===== config.mk =====
export PLATFORM = sky130hd
export DESIGN_NAME = inst_encoder
export DESIGN_NICKNAME = d
export VERILOG_FILES = /design/src/rtl/inst_encoder.sv
export SDC_FILE = /design/constraint.sdc
export NUM_CORES = 1
export LEC_CHECK = 0
export BUFFER_PORTS_ARGS = -buffer_cell sky130_fd_sc_hd__buf_2
export CORE_UTILIZATION = 56
export CTS_BUF_LIST = sky130_fd_sc_hd__clkbuf_2
export DETAILED_ROUTE_END_ITERATION = 8
export PLACE_DENSITY = 0.95
export SLEW_MARGIN = 20
export SYNTH_ARGS = -nofsm -noshare
export SYNTH_HDL_FRONTEND = slang
export SYNTH_SLANG_ARGS = --single-unit

===== constraint.sdc =====
create_clock -name clk -period 5.4 [get_ports clk]
set_clock_uncertainty 0.05 [all_clocks]
set_input_delay 1.35 -clock clk [delete_from_list [all_inputs] [get_ports clk]]
set_output_delay 1.35 -clock clk [all_outputs]
set_load 0.02 [all_outputs]

===== src/rtl/inst_encoder.sv =====
// inst_encoder: packs decoded RV32I fields into a 32-bit instruction word.
// The immediate is range/alignment checked for its format; a failing request
// is stored as a NOP with its error flag set. Results queue in a small FIFO
// that has valid/ready on both sides and no combinational ready path.
module inst_encoder #(
    parameter int DEPTH = 2,
    parameter int ERR_W = 8
) (
    input  logic             clk,
    input  logic             rst,
    input  logic             i_in_valid,
    output logic             o_in_ready,
    input  logic [2:0]       i_fmt,
    input  logic [6:0]       i_opcode,
    input  logic [2:0]       i_funct3,
    input  logic [6:0]       i_funct7,
    input  logic [4:0]       i_rd,
    input  logic [4:0]       i_rs1,
    input  logic [4:0]       i_rs2,
    input  logic [31:0]      i_imm,
    output logic             o_out_valid,
    input  logic             i_out_ready,
    output logic [31:0]      o_out_inst,
    output logic             o_out_err,
    output logic [ERR_W-1:0] o_err_cnt
);

    localparam int AW = (DEPTH > 1) ? $clog2(DEPTH) : 1;
    localparam int CW = $clog2(DEPTH) + 1;
    localparam logic [31:0] NOP = 32'h0000_0013;

    localparam logic [2:0] FMT_R = 3'd0;
    localparam logic [2:0] FMT_I = 3'd1;
    localparam logic [2:0] FMT_S = 3'd2;
    localparam logic [2:0] FMT_B = 3'd3;
    localparam logic [2:0] FMT_U = 3'd4;
    localparam logic [2:0] FMT_J = 3'd5;

    // Each entry carries {err, inst}
    logic [32:0]      r_mem [DEPTH];
    logic [AW-1:0]    r_wr_ptr;
    logic [AW-1:0]    r_rd_ptr;
    logic [CW-1:0]    r_count;
    logic [ERR_W-1:0] r_err_cnt;

    logic [31:0] w_raw;
    logic        w_err;
    logic [31:0] w_inst;
    logic        w_push;
    logic        w_pop;
    logic        w_is_ok;
    logic        w_b_ok;
    logic        w_j_ok;

    // Sign-extension checks: the upper bits must all replicate the top immediate bit
    assign w_is_ok = (&i_imm[31:11]) | ~(|i_imm[31:11]);
    assign w_b_ok  = (&i_imm[31:12]) | ~(|i_imm[31:12]);
    assign w_j_ok  = (&i_imm[31:20]) | ~(|i_imm[31:20]);

    // Field packing and validation for the request presented this cycle
    always_comb begin
        w_raw = NOP;
        w_err = 1'b0;
        case (i_fmt)
            FMT_R: w_raw = {i_funct7, i_rs2, i_rs1, i_funct3, i_rd, i_opcode};
            FMT_I: begin
                w_raw = {i_imm[11:0], i_rs1, i_funct3, i_rd, i_opcode};
                w_err = ~w_is_ok;
            end
            FMT_S: begin
                w_raw = {i_imm[11:5], i_rs2, i_rs1, i_funct3, i_imm[4:0], i_opcode};
                w_err = ~w_is_ok;
            end
            FMT_B: begin
                w_raw = {i_imm[12], i_imm[10:5], i_rs2, i_rs1, i_funct3,
                         i_imm[4:1], i_imm[11], i_opcode};
                w_err = ~w_b_ok | i_imm[0];
            end
            FMT_U: begin
                w_raw = {i_imm[31:12], i_rd, i_opcode};
                w_err = |i_imm[11:0];
            end
            FMT_J: begin
                w_raw = {i_imm[20], i_imm[10:1], i_imm[11], i_imm[19:12], i_rd, i_opcode};
                w_err = ~w_j_ok | i_imm[0];
            end
            default: w_err = 1'b1;
        endcase
    end

    assign w_inst = w_err ? NOP : w_raw;

    // Readiness depends only on registered occupancy, never on i_out_ready
    assign o_in_ready  = (r_count != CW'(DEPTH));
    assign o_out_valid = (r_count != '0);
    assign w_push      = i_in_valid & o_in_ready;
    assign w_pop       = o_out_valid & i_out_ready;

    assign o_out_inst = r_mem[r_rd_ptr][31:0];
    assign o_out_err  = r_mem[r_rd_ptr][32];
    assign o_err_cnt  = r_err_cnt;

    // FIFO storage, pointers and occupancy; reset discards everything buffered
    always_ff @(posedge clk or posedge rst) begin
        if (rst) begin
            for (int i = 0; i < DEPTH; i++) r_mem[i] <= '0;
            r_wr_ptr <= '0;
            r_rd_ptr <= '0;
            r_count  <= '0;
        end else begin
            if (w_push) begin
                r_mem[r_wr_ptr] <= {w_err, w_inst};
                r_wr_ptr        <= r_wr_ptr + AW'(1);
            end
            if (w_pop) r_rd_ptr <= r_rd_ptr + AW'(1);
            case ({w_push, w_pop})
                2'b10:   r_count <= r_count + CW'(1);
                2'b01:   r_count <= r_count - CW'(1);
                default: r_count <= r_count;
            endcase
        end
    end

    // Saturating count of accepted requests that failed validation
    always_ff @(posedge clk or posedge rst) begin
        if (rst) begin
            r_err_cnt <= '0;
        end else if (w_push && w_err && (r_err_cnt != {ERR_W{1'b1}})) begin
            r_err_cnt <= r_err_cnt + ERR_W'(1);
        end
    end

endmodule

==> results_dict.tcl, run 1 <==
set metrics [dict create \
    status "complete, no violations" \
    clk_path_buf_depth 2 \
    cts.sinks 78 \
    grt_antenna_before_repair 0 \
    postCtsHoldBufs 0 \
    final.min_clock_period_ns 3.892 \
    total_length_of_routed_wires_mm 10.71 \
    fp.dieW_um 89.74 \
    mappedNetlistNets 503 \
    num_vias 3792 \
    gp_congestion 0.9348 \
    timing.critical_path.to_type "output pin" \
    drt-initial-drc-count 317 \
    initial_utilization_pct 58.80 \
    gr-total-overflow 0 \
    detailed_place_hpwl_mm 7.760 \
    routed_wire_per_std_cell_um 17.08 \
    grt_pass1_vias 3726 \
    drive_above_1_share_pct 36.74 \
    start_kind "register" \
    grt_pass1_wl_mm 18.29 \
    ioPinCount 114 \
    cts.root.buffer_cell "clkbuf_2" \
    yosysUniqueCellTypes 41 \
    fin_ws_ns 1.508 \
    detailedRoute.firstPassIterationCount 5 \
    antenna_cells_inserted 0 \
    detail-route-antenna-nets 0 \
    postSynthCellCount 430 \
    grt_start_max_net_pins 66 \
    placementRows 31 \
    cts.repair.resized 0 \
    critical-path-max-stage-delay_ns 1.09 \
    design_power_total_uw 2422 \
    finalInstanceArea_mm2 0.004961 \
    synth-seq-cells 78 \
    mapped_avg_cell_area_um2 10.02 \
    placed_cell_area_mm2 0.004860 \
    worst_pin_slew_ns 1.067 \
    final_count_of_negative_setup_slack_endpoints 0 \
    hold_viol 0 \
    period_utilization_post_route_pct 72.07 \
    post_synthesis_sequential_area_ratio_pct 45.28 \
    dp_worst_setup_slack_ns 1.354 \
    fin_hold_ws_ns 0.4510 \
    finish.net_count 597 \
    cts_htree_levels 3 \
    number_of_enable_flip_flop_cells_after_synthesis 0 \
    fp.dieH_um 89.74 \
    slew_headroom_pct 28.86 \
    cts_post_setup_buffers_inserted 0 \
    worst_hold_path_type "register to register" \
    synthesis.yosys.warnings 0 \
    worst_skew_pair.late_latency_ns 0.50 \
    synthesis.area_mm2 0.004310 \
    mostFrequentLayoutCell "buf_2" \
    placeableCoreArea_mm2 0.007331 \
    yosys_most_used_dff "dfrtp_1" \
    vdd_ir_drop_max_uv 190.2 \
    critical_path_peak_fanout 27 \
    final_number_of_max_transition_violations 0 \
    fraction_of_registers_with_async_set_or_reset_after_synthesis_pct 100.0 \
    p_per_area_mw_per_mm2 488.3 \
    io_buffers 113 \
    path_class "register to output pin" \
    critical_path.cell_chain "buf_4 > mux2_2 > buf_2" \
    worst_ep_required_time_ns 4.00 \
    die-area_mm2 0.008052 \
    grt_use_total_pct 28.36 \
    tritoncts "built" \
    drv_cap 0 \
    tritoncts.num_buffers 9 \
    mostFrequentLayoutCells "buf_2, dfrtp_1, nand2_1, o31ai_1, mux2_2" \
    clk_pin_slew_ns 0.20 \
    timing.critical_path.slowest_stage_cell "dfrtp_1" \
    via_per_inst 6.048 \
    detail_route.drc_violations 0 \
    setup_tns_final_ns 0 \
    rsz_0062_raised_after_global_routing "no" \
    leakage_uw 0.002342 \
    arrival_ns 2.49 \
    area_added_between_synthesis_and_finish_pct 15.09 \
    max_freq_mhz 256.9 \
]
per-layer routing:
metal	part of all wire (%)	wire length (um)	up-vias	global-route usage [%]
met5	0	0	-	0
met4	4.1	439	0	15.30
met3	7.0	750	40	4.569
met2	47	5085	183	44.55
met1	41	4433	1813	37.83
li1	-	-	1756	-
Yosys cell counts (all sizes together) (2+ instances only):
cell    instances  area, um^2
mux2           36       405.4
and3            2       12.51
ha              2       25.02
dfrtp          78        1952
xnor2          10       87.58
clkbuf         25       93.84
nor2           11       41.29
o211ai          3       22.52
nor4           14       100.1
a21oi          19       95.09
nand3           3       15.01
o22a            4       35.03
nor2b          10       62.56
nand4           5       31.28
xor2            2       17.52
nand2          72       270.3
buf            11       96.35
o21ai          13       65.06
inv            13       48.80
nor3            2       10.01
o31ai          58       515.5
a22oi          18       135.1
or2             3       18.77
and4            2       17.52
mux2i           4       40.04
flip-flops by register name (all words and copies together) (netlist names):
register and cells:
r_count 2, r_mem 66, r_rd_ptr 1, o_err_cnt 8, r_wr_ptr 1
final timing paths:
kind,start,slack (ns),cells past startpoint,endpoint
hold / removal,r_mem[30]$_DFFE_PP0P_,0.45,2,r_mem[30]$_DFFE_PP0P_
setup reg to reg,r_count[0]$_DFFE_PP0P_,3.09,6,r_mem[42]$_DFFE_PP0P_
min in group asynchronous,rst,0.94,2,r_mem[13]$_DFFE_PP0P_
max in group asynchronous,rst,3.37,3,o_err_cnt[0]$_DFFE_PP0P_
hold reg to reg,r_mem[30]$_DFFE_PP0P_,0.45,2,r_mem[30]$_DFFE_PP0P_
setup / recovery,r_rd_ptr$_DFFE_PP0P_,1.51,3,o_out_inst[9]
logic make-up after synthesis:
kind of cell | count (synthesis) | share of synthesized area [%]
flops | 78 | 45.28
xor+xnor | 12 | 2.438
compound gates | 122 | 21.92
fa+ha+maj | 2 | 0.5805
buf+inv | 49 | 5.545
mux | 40 | 10.33
simple gates | 127 | 13.90
power by group:
group | total (uW) | internal [uW] | switching, uW | leakage, uW
sequential | 991 | 816 | 174 | 0.00101
clock | 296 | 103 | 193 | 0.0000652
combinational | 1140 | 452 | 683 | 0.00127
cell type report:
cell class | instances | area (um^2)
Clock buffer | 10 | 50.05
Timing Repair Buffer | 119 | 610.6
Tap cell | 99 | 123.9
Fill cell | 544 | 2370
Sequential cell | 78 | 1952
Multi-Input combinational cell | 303 | 2125
Inverter | 13 | 48.80
Clock inverter | 5 | 51.30
worst max-delay path: cells and delay by family, from the launching register on:
kind / cells / cell delay, ns
buffers and inverters: 2 / 0.51
DFF: 1 / 1.09
muxes: 1 / 0.37
stage by stage:
stage,cells,utilization [%]
detailed placement,612,66.29
floorplan,430,-
CTS,627,67.67
global placement,612,66.29
finish,627,67.67
global route,627,67.67
No activity file was read; power rests on OpenSTA's default activity.
==> run 2: changes to the inputs <==
CORE_UTILIZATION = 50   (was 56)
PLACE_DENSITY = 0.9   (was 0.95)
clock period = 3.19 ns   (was 5.4 ns; I/O delays follow)
==> results_dict.tcl, run 2 (same netlist as run 1, synthesis figures left out) <==
set metrics [dict create \
    clk_path_buf_depth 2 \
    die-area_mm2 0.008997 \
    timing.critical_path.slowest_stage_cell "mux2_2" \
    mostFrequentLayoutCells "buf_2, dfrtp_1, nand2_1, o31ai_1, mux2_2" \
    cts.repair.resized 0 \
    internal_power_uw 2427 \
    sw_frac_of_total_pct 42.34 \
    ioPinCount 114 \
    final_core_utilization_pct 61.42 \
    timing.critical_path.to_type "output pin" \
    cts.root.buffer_cell "clkbuf_2" \
    gp_congestion 0.9713 \
    detailedRoute.firstPassIterationCount 6 \
    worst_ep_required_time_ns 2.34 \
    max_freq_mhz 357.8 \
    start_kind "register" \
    arrival_ns 1.95 \
    worst_pin_slew_ns 0.7492 \
    initial_utilization_pct 51.94 \
    largest_register_ff_count 66 \
    placementRows 33 \
    final.min_clock_period_ns 2.795 \
    grt_pass1_wl_mm 17.16 \
    vdd_ir_drop_max_uv 367.7 \
    power.clock.fraction_pct 14.5 \
    setup_tns_final_ns 0 \
    gr-total-overflow 0 \
    grt_start_max_net_pins 79 \
    period_utilization_post_route_pct 87.60 \
    detailed_place_hpwl_mm 7.472 \
    postCtsHoldBufs 0 \
    final_count_of_negative_setup_slack_endpoints 0 \
    largest_register "r_mem" \
    worstPathBufferInverterCount 2 \
    critical_path_peak_fanout 37 \
    critical-path-max-stage-delay_ns 0.43 \
    clk_pin_slew_ns 0.22 \
    antenna_cells_inserted 0 \
    fp.dieH_um 94.85 \
    via_per_inst 5.884 \
    fillers 668 \
    slew_headroom_pct 49.99 \
    drive_above_1_share_pct 37.45 \
    cts.sinks 78 \
    worst_hold_path_type "primary input to async pin" \
    total_length_of_routed_wires_mm 10.66 \
    area_added_between_synthesis_and_finish_pct 18.26 \
    placeableCoreArea_mm2 0.008299 \
    worst_skew_pair.late_latency_ns 0.52 \
    cts_post_setup_buffers_inserted 0 \
    design_power_total_uw 4209 \
    grt_antenna_before_repair 0 \
    grt_pass1_vias 3537 \
    fp.dieW_um 94.85 \
    grt_use_total_pct 25.11 \
    part_of_the_total_power_dissipated_in_combinational_logic_pct 47.4 \
    critical_path.top_delay_family "buffers and inverters" \
    num_vias 3760 \
    finish.net_count 603 \
    path_class "register to output pin" \
    tritoncts.num_buffers 9 \
    drv_cap 0 \
    detail-route-antenna-nets 0 \
    share_seq_of_total_power_pct 38.1 \
    leakage_uw 0.002399 \
    final_number_of_max_transition_violations 0 \
    switching_power_uw 1782 \
    cts_htree_levels 3 \
    hold_viol 0 \
    mostFrequentLayoutCell "buf_2" \
    drt-initial-drc-count 279 \
    routed_wire_per_std_cell_um 16.68 \
    detail_route.drc_violations 0 \
    status "complete, no violations" \
    p_per_area_mw_per_mm2 825.7 \
    rsz_0062_raised_after_global_routing "no" \
    tritoncts "built" \
    critical_path.cell_chain "buf_4 > mux2_2 > buf_2" \
    io_buffers 113 \
]
[run 2: cell count changes in the layout (fill, tap and decap cells not counted), sizes merged]
cell	change
clkinv	-1
clkinvlp	+1
buf	+6
bufinv	+1
clkbuf	-1
[run 2: power by group through the flow]
| stage | registers, uW | logic (uW) | clock network [uW] |
|---|---|---|---|
| finish | 1600 | 2000 | 610 |
| global route | 1660 | 2180 | 654 |
| CTS | 1600 | 2010 | 616 |
| detailed placement | 1620 | 2000 | 0 |
| global placement | 1600 | 1950 | 0 |
| floorplan | 1610 | 1420 | 0 |
[run 2: cell type report]
type                    count  area [um^2]  area share [%]
multi-input cells         303         2127           41.73
flip-flops and latches     78         1952           38.29
repair buffers            125        705.7           13.84
well taps                 105        131.4           2.577
clock inverters             6        87.58           1.718
inverters                  13        48.80          0.9573
clock buffers               9        45.04          0.8837
[run 2: final timing paths]
kind | start | to | slack (ns) | depth (start not counted)
setup reg to reg | r_count[0]$_DFFE_PP0P_ | r_mem[8]$_DFFE_PP0P_ | 1.12 | 4
hold / removal | rst | r_mem[47]$_DFFE_PP0P_ | 0.26 | 3
hold reg to reg | r_mem[54]$_DFFE_PP0P_ | r_mem[54]$_DFFE_PP0P_ | 0.45 | 2
setup / recovery | r_rd_ptr$_DFFE_PP0P_ | o_out_inst[31] | 0.40 | 3
min in group clk | r_mem[54]$_DFFE_PP0P_ | r_mem[54]$_DFFE_PP0P_ | 0.45 | 2
max in group asynchronous | rst | r_mem[36]$_DFFE_PP0P_ | 2.49 | 3
[run 2: worst min-delay path: stages]
cell and delay [ns]:
buf_2 0.10, inv_2 0.06, buf_12 0.34
[run 2: per-layer routing]
layer / global-route usage [%] / vias up / wire length (um)
met5: 0 / - / 0
met4: 10.86 / 0 / 352
met3: 3.784 / 34 / 673
met2: 38.67 / 170 / 4979
met1: 35.17 / 1794 / 4656
li1: - / 1762 / -
[run 2: metrics by stage]
step / hold WS (ns) / instances / instance area [um^2] / worst slack, ns
4_1_cts: 0.2530 / 639 / 5095 / 0.3765
5_1_grt: 0.2628 / 639 / 5097 / 0.3166
6_report: 0.2588 / 639 / 5097 / 0.3955
2_1_floorplan: 0.3929 / 430 / 4310 / 0.3475
3_5_place_dp: 0.4122 / 624 / 4962 / 0.2213
3_3_place_gp: 0.4039 / 624 / 4962 / 0.2948
==> run 3: changes to the inputs <==
CTS_BUF_LIST = sky130_fd_sc_hd__clkbuf_8   (was sky130_fd_sc_hd__clkbuf_2)
==> results_dict.tcl, run 3 (same netlist as run 1, synthesis figures left out) <==
set metrics [dict create \
    status "complete, no violations" \
    tritoncts "built" \
    grt_use_total_pct 25.01 \
    critical_path_cell_count 8 \
    grt_start_max_net_pins 79 \
    leakage_uw 0.002431 \
    start_kind "primary input" \
    internal_power_uw 2637 \
    share_seq_of_total_power_pct 36.4 \
    drt-initial-drc-count 269 \
    worst_hold_path_type "register to register" \
    power.clock.fraction_pct 18.6 \
    vdd_ir_drop_max_uv 381.7 \
    placeableCoreArea_mm2 0.008299 \
    detailedRoute.firstPassIterationCount 5 \
    num_vias 3711 \
    setup_tns_final_ns 0 \
    largest_register_ff_count 66 \
    final.min_clock_period_ns 2.644 \
    finish.cell_count_without_fillers 639 \
    critical-path-max-stage-delay_ns 0.46 \
    io_buffers 113 \
    clk_pin_slew_ns 0.08 \
    part_of_the_total_power_dissipated_in_combinational_logic_pct 45.0 \
    hold_viol 0 \
    worst_skew_pair.late_latency_ns 0.34 \
    timing.critical_path.slowest_stage_cell "or2_2" \
    fp.dieH_um 94.85 \
    detail_route.drc_violations 0 \
    switching_power_uw 1800 \
    cts_post_setup_buffers_inserted 0 \
    clk_path_buf_depth 2 \
    r2r_cells 6 \
    final_number_of_max_transition_violations 0 \
    period_utilization_post_route_pct 82.89 \
    path_class "primary input to register" \
    area_added_between_synthesis_and_finish_pct 20.26 \
    min-delay-start "r_mem[50]$_DFFE_PP0P_" \
    cts_htree_levels 3 \
    cts.root.buffer_cell "clkbuf_8" \
    hold_path_depth 2 \
    worst_pin_slew_ns 1.079 \
    final_count_of_negative_setup_slack_endpoints 0 \
    worstSetupStartpoint "i_imm[23]" \
    tritoncts.num_buffers 9 \
    mostFrequentLayoutCells "buf_2, dfrtp_1, nand2_1, o31ai_1, mux2_2" \
    fillers 661 \
    antenna_cells_inserted 0 \
    slew_headroom_pct 28.07 \
    grt_pass1_vias 3569 \
    max_freq_mhz 378.2 \
    finish.net_count 603 \
    drive_above_1_share_pct 37.64 \
    cts.repair.resized 0 \
    total_length_of_routed_wires_mm 10.72 \
    grt_pass1_wl_mm 17.33 \
    critical_path_peak_fanout 30 \
    postCtsHoldBufs 0 \
    worst_r2r_startpoint "r_count[0]$_DFFE_PP0P_" \
    placementRows 33 \
    gp_congestion 0.9713 \
    placedCellCount 624 \
    initial_utilization_pct 51.94 \
    final_core_utilization_pct 62.46 \
    mostFrequentLayoutCell "buf_2" \
    routed_wire_per_std_cell_um 16.77 \
    detail-route-antenna-nets 0 \
    worstPathBufferInverterCount 2 \
    gr-total-overflow 0 \
    critical_path.cell_chain "buf_2 > nor4_1 > nand3_1 > a2bb2oi_1 > o221a_4 > or2_2 > buf_12 > o31ai_1" \
    timing.critical_path.to_type "register" \
    ioPinCount 114 \
    largest_register "r_mem" \
    critical_path.top_delay_family "simple AND/OR/NAND/NOR gates" \
    arrival_ns 2.83 \
    rsz_0062_raised_after_global_routing "no" \
    die-area_mm2 0.008997 \
    sw_frac_of_total_pct 40.57 \
    worst_ep_required_time_ns 3.38 \
    detailed_place_hpwl_mm 7.472 \
    via_per_inst 5.808 \
    fp.dieW_um 94.85 \
    grt_antenna_before_repair 0 \
    cts.sinks 78 \
    drv_cap 0 \
    p_per_area_mw_per_mm2 856.1 \
]
==> run 3: changes by cell type in the layout (fill, tap and decap cells not counted), sizes merged <==
cell	before	now
clkbuf	9	10
clkinv	2	1
==> run 3: cell type report <==
cell class / instances / area [um^2] / area share (%)
well taps: 105 / 131.4 / 2.534
clock inverters: 5 / 83.83 / 1.617
multi-input cells: 303 / 2125 / 40.98
inverters: 13 / 48.80 / 0.9413
flip-flops and latches: 78 / 1952 / 37.65
clock buffers: 10 / 137.6 / 2.655
repair buffers: 125 / 705.7 / 13.61
==> run 3: worst paths after layout <==
kind | slack, ns | endpoint
worst max register to register | 0.88 | r_mem[63]$_DFFE_PP0P_
worst min-delay path | 0.43 | r_mem[50]$_DFFE_PP0P_
worst max-delay path | 0.55 | r_mem[16]$_DFFE_PP0P_
min in group asynchronous | 0.48 | r_mem[47]$_DFFE_PP0P_
worst min register to register | 0.43 | r_mem[50]$_DFFE_PP0P_
max in group asynchronous | 2.29 | r_mem[26]$_DFFE_PP0P_
==> run 3: power by group through the flow <==
| stage | registers (uW) | logic (uW) | clock network, uW |
|---|---|---|---|
| 2_1_floorplan | 1610 | 1420 | 0 |
| 3_3_place_gp | 1600 | 1950 | 0 |
| 3_5_place_dp | 1620 | 2000 | 0 |
| 4_1_cts | 1610 | 2010 | 834 |
| 5_1_grt | 1660 | 2180 | 873 |
| 6_report | 1610 | 2000 | 828 |
==> run 3: per-layer routing <==
layer  global-route usage [%]  up-vias  wire length, um
met5                        0        -                0
met4                    8.712        0              242
met3                    3.784       28              595
met2                    39.21      144             5145
met1                    35.29     1776             4733
li1                         -     1763                -
==> run 3: per-stage QoR <==
step                instance area [um^2]  power [uW]  worst slack [ns]  hold WS, ns
detailed placement                  4962        3621            0.2213       0.4122
global placement                    4962        3546            0.2948       0.4039
global route                        5184        4717            0.4208       0.4483
CTS                                 5184        4455            0.5604       0.4300
floorplan                           4310        3029            0.3475       0.3929
finish                              5184        4438            0.5458       0.4269
==> run 3: worst min-delay path, stage by stage (launching register included) <==
cell     delay [ns]
dfrtp_1        0.34
nand2_1        0.05
o31ai_1        0.05
